**config.mk**
```make
export PLATFORM = sky130hd
export DESIGN_NAME = gf256_serial_mult
export DESIGN_NICKNAME = d
export VERILOG_FILES = /design/src/rtl/aes_gf_pkg.sv /design/src/rtl/gf_xtime.sv /design/src/rtl/gf256_serial_mult.sv
export SDC_FILE = /design/constraint.sdc
export NUM_CORES = 1
export LEC_CHECK = 0
export CAP_MARGIN = 20
export CORE_AREA = 2 2 59 61
export DETAILED_ROUTE_END_ITERATION = 6
export DIE_AREA = 0 0 61 63
export PLACE_DENSITY = 0.76
export SLEW_MARGIN = 10
export SYNTH_ARGS = -nofsm -noshare
export SYNTH_HDL_FRONTEND = slang
export SYNTH_HIERARCHICAL = 1
export SYNTH_SLANG_ARGS = --single-unit
```
**constraint.sdc**
```tcl
create_clock -name clk -period 3.4 [get_ports clk]
set_input_delay 1.02 -clock clk [delete_from_list [all_inputs] [get_ports clk]]
set_output_delay 1.02 -clock clk [all_outputs]
set_load 0.02 [all_outputs]
```
**src/rtl/aes_gf_pkg.sv**
```systemverilog
// Shared GF(2^8) definitions for the AES datapath blocks.
package aes_gf_pkg;

  // Low 8 bits of x^8 + x^4 + x^3 + x + 1; the x^8 term is implicit.
  localparam logic [7:0] GF_POLY_LO = 8'h1B;

  typedef logic [7:0] gf8_t;

  // Serial multiplier FSM states.
  typedef enum logic [1:0] {
    IDLE = 2'd0,
    BUSY = 2'd1,
    DONE = 2'd2
  } mult_state_e;

endpackage

```
**src/rtl/gf_xtime.sv**
```systemverilog
// Combinational multiply-by-x in GF(2^8): shift left, fold the carried-out
// x^8 term back in with the low bits of the reduction polynomial.
module gf_xtime
  import aes_gf_pkg::*;
(
  input  gf8_t a,
  input  gf8_t poly_lo,
  output gf8_t y
);

  // Shift and conditionally reduce.
  always_comb begin
    y = {a[6:0], 1'b0} ^ (a[7] ? poly_lo : 8'h00);
  end

endmodule

```
**src/rtl/gf256_serial_mult.sv**
```systemverilog
// Iterative GF(2^8) multiplier, one multiplier bit per clock.
//
// Handshakes: a transfer happens on a rising edge where valid && ready are
// both high. in_ready is high only in IDLE, out_valid only in DONE. Once
// out_valid rises, out_p is held until the consumer takes it with out_ready.
// The state is fully visible on in_ready / busy / out_valid (one-hot).
module gf256_serial_mult
  import aes_gf_pkg::*;
#(
  parameter logic [7:0] POLY_LO    = GF_POLY_LO,
  parameter bit         EARLY_EXIT = 1'b0
) (
  input  logic       clk,
  input  logic       rst,
  input  logic       in_valid,
  output logic       in_ready,
  input  logic [7:0] in_a,
  input  logic [7:0] in_b,
  output logic       out_valid,
  input  logic       out_ready,
  output logic [7:0] out_p,
  output logic       busy
);

  mult_state_e state_q, state_d;
  gf8_t        a_q, a_d;
  gf8_t        b_q, b_d;
  gf8_t        p_q, p_d;
  logic [2:0]  cnt_q, cnt_d;

  gf8_t a_xt;
  gf8_t b_shift;

  gf_xtime u_xtime (
    .a       (a_q),
    .poly_lo (POLY_LO),
    .y       (a_xt)
  );

  // Multiplier bits still to process after this iteration.
  always_comb begin
    b_shift = {1'b0, b_q[7:1]};
  end

  // Next-state, operand load and shift-and-add iteration.
  always_comb begin
    state_d = state_q;
    a_d     = a_q;
    b_d     = b_q;
    p_d     = p_q;
    cnt_d   = cnt_q;
    case (state_q)
      IDLE: begin
        if (in_valid) begin
          a_d   = in_a;
          b_d   = in_b;
          p_d   = 8'h00;
          cnt_d = 3'd0;
          // A zero multiplier needs no iterations when early exit is on.
          if (EARLY_EXIT && (in_b == 8'h00)) begin
            state_d = DONE;
          end else begin
            state_d = BUSY;
          end
        end
      end
      BUSY: begin
        p_d   = p_q ^ (b_q[0] ? a_q : 8'h00);
        a_d   = a_xt;
        b_d   = b_shift;
        cnt_d = cnt_q + 3'd1;
        if ((cnt_q == 3'd7) || (EARLY_EXIT && (b_shift == 8'h00))) begin
          state_d = DONE;
        end
      end
      DONE: begin
        if (out_ready) begin
          state_d = IDLE;
        end
      end
      default: begin
        state_d = IDLE;
      end
    endcase
  end

  // State and datapath registers with synchronous reset.
  always_ff @(posedge clk) begin
    if (rst) begin
      state_q <= IDLE;
      a_q     <= 8'h00;
      b_q     <= 8'h00;
      p_q     <= 8'h00;
      cnt_q   <= 3'd0;
    end else begin
      state_q <= state_d;
      a_q     <= a_d;
      b_q     <= b_d;
      p_q     <= p_d;
      cnt_q   <= cnt_d;
    end
  end

  // Status and handshake outputs decoded from the state register.
  always_comb begin
    in_ready  = (state_q == IDLE);
    busy      = (state_q == BUSY);
    out_valid = (state_q == DONE);
    out_p     = p_q;
  end

endmodule

```
==> metrics.csv <==
stage,metric,value,unit
sta,period_share,0.8469,
yosys,syn_inst,177,
cells_and_area,layout-drive-gt1-share,0.1374,
placement,post-place-ws,880.4,ps
cts,cts_made_buffers,5,
yosys,synthArstFlopShare,0,
sta,slew_headroom,0.5679,
floorplanning,num_rows,21,
cts,cts_buffer_depth,2,
cts,ctsResizeCount,0,
grt,antenna_found_initial,0,
min_path,hold_class,reg2reg,
sta,fin_ws,520.7,ps
cts,clk_pin_slew,90,ps
cts,clockRootBuffer,clkbuf_4,
detailed_routing,route.detailed.drc,0,
setup_path,crit_family,buffers and inverters,
floorplanning,dieArea,3843,um2
yosys,synth_edf_count,0,
setup_path,cp_slowest_stage_delay,650,ps
yosys,synth_commonest_cells,"31 x nor2_1, 29 x dfxtp_1, 17 x nand2_1",
power,cellPowerDensity,405.1,nW/um2
cts,cts_max_level,2,
placement,io_buffers,30,
setup_path,arrival,1860,ps
sta,finalSetupViolCount,0,
detailed_routing,dr.first_iter.drc_count,67,
placement,place_inst,249,
grt,grt_max_degree,21,
yosys,dominantRegCellSynth,dfxtp_1,
yosys,synth_compound_area_frac,0.3143,
setup_path,critPathCaptureType,primary output,
floorplanning,chipHeight,63,um
setup_path,required,2380,ps
sta,period_minus_slack,2879,ps
floorplanning,core_area,3232,um2
sta,finalHoldViolCount,0,
grt,grt_pass1_wl,6.085,mm
yosys,syn_area,1553,um2
cts,cts.sinks,29,
placement,dp_hpwl,2.471,mm
setup_path,crit_type,reg2out,
cells_and_area,nets,232,
cts,clk_latency,330,ps
sta,setup_tns,0,ps
cts,cts_setup_buffers,0,
placement,gp_congestion,0.8267,
yosys,yosysMostFrequentCell,nor2_1,
yosys,synth_mux_area_frac,0,
sta,fmax,347.3,MHz
floorplanning,die_w,61,um
floorplanning,ios,31,
detailed_routing,wl_per_cell,13.91,um
grt,grt_overflow,0,
status,status,"finished, final reports clean",
sta,tightestPinTransition,647.5,ps
detailed_routing,wl,3.574,mm
detailed_routing,vias,1381,
setup_path,cp.buffers_inverters,2,
sta,slew_violations,0,
setup_path,start_kind,flop,
setup_path,crit_path_max_fanout,20,
detailed_routing,dr.pass1.iters,4,
yosys,synth_top_family_by_area,compound AO/OA/AOI/OAI gates,
cells_and_area,area_delta_synth_final,24.09,%
cells_and_area,antennaDiodeCount,0,
sta,skew,4.145,ps
setup_path,crit_chain,buf_4 > and2b_2 > clkdlybuf4s50_1,
yosys,synth.distinct_cells,31,
yosys,ys_seq_elements,29,
cts,tritoncts,yes,
yosys,synth_top_cell_by_area,dfxtp_1,
yosys,synthAdderAreaFrac,0.01612,
detailed_routing,final_antenna_net_count,0,
cells_and_area,finalNonFillerCells,257,
sta,rsz0062_at_grt,false,
grt,grtUsageTotal,0.2091,
yosys,yosysSeqAreaShare,0.3739,
yosys,yosys.area_share.simple,0.1652,
yosys,yosys_warnings,6,
detailed_routing,vias_per_cell,5.374,
cts,hold_buffers,0,
setup_path,slowest_stage,clkdlybuf4s50_1,
power,p_leak,0.7002,nW
yosys,synth.top_cell.area_share,0.3739,
yosys,yosys.area_share.xor_xnor,0.04512,
power,ir_drop,0.0001995,V
grt,grt_pass1_vias,1375,
job,maxCapViolCount,0,
floorplanning,start_util,0.4804,
yosys,synth_area_leaders,"dfxtp_1 37%, a211oi_2 8.9%, nor2_1 7.5%",
yosys,avgSynthCellArea,8.773,um2
## registers in the layout, summed over array words and instances, names as in the netlist
name     cells
state_q      2
out_p        8
b_q          8
a_q          8
cnt_q        3
## where the power goes
group	internal, mW	leakage [nW]	total [mW]	switching [mW]
registers	0.362	0.238	0.386	0.0240
clock network	0.120	0.0413	0.246	0.127
logic	0.0753	0.420	0.149	0.0734
total	0.557	0.700	0.781	0.224
## worst register-to-register path, delay by kind of cell, from the launching register on
kind / cells / cell delay [ps]
flip-flops: 1 / 310
AO/OA/AOI/OAI: 3 / 720
buffers and inverters: 2 / 430
## cell type report
class | count | area (um2)
repair buffers | 35 | 337.8
fillers | 297 | 1305
clock buffers | 7 | 65.06
inverters | 3 | 11.26
well taps | 46 | 57.56
clock inverters | 1 | 5.005
flip-flops and latches | 29 | 580.6
multi-input cells | 136 | 869.6
## placed cells by master, fill, tap and decap left out, types with 3 or more instances in the layout
master and n:
o2bb2ai_1 11, xnor2_1 7, dfxtp_1 29, buf_4 5, a22oi_1 3, nand2_1 17, clkdlybuf4s50_1 30, conb_1 8
o22ai_1 4, a21oi_1 13, nor2_1 31, a211oi_1 12, clkbuf_4 5, a211oi_2 11
## per-layer routing
layer  global-route usage  vias to the layer above  part of all wire
li1                     -                      686                 -
met1               0.2634                      656              0.45
met2               0.3266                       34              0.48
met3              0.07039                        5             0.054
met4              0.07337                        0             0.017
met5                    0                        -                 0
## per-stage QoR
step           total power [mW]    util  area, um2  hold slack (ps)
2_1_floorplan            0.4956       -       1575            440.4
3_3_place_gp             0.5370  0.5745       1857            460.0
3_5_place_dp             0.5419  0.5745       1857            469.7
4_1_cts                  0.7836  0.5962       1927            486.1
5_1_grt                  0.8198  0.5962       1927            506.3
6_report                 0.7805  0.5962       1927            483.6
## cells by family after synthesis
| family | after synthesis |
|---|---|
| compound gates | 60 |
| simple gates | 58 |
| flops | 29 |
| buf+inv | 18 |
| xor+xnor | 8 |
| fa+ha+maj | 2 |
| other cells | 2 |
## worst paths after layout
path	startpoint	end	slack [ps]	depth (start not counted)
hold / removal	out_p[3]	out_p[3]	480	1
setup reg to reg	state_q[0]	out_p[3]	1860	5
hold reg to reg	out_p[3]	out_p[3]	480	1
setup / recovery	state_q[0]	busy	520	3
Power figures use the tool's default switching activity.
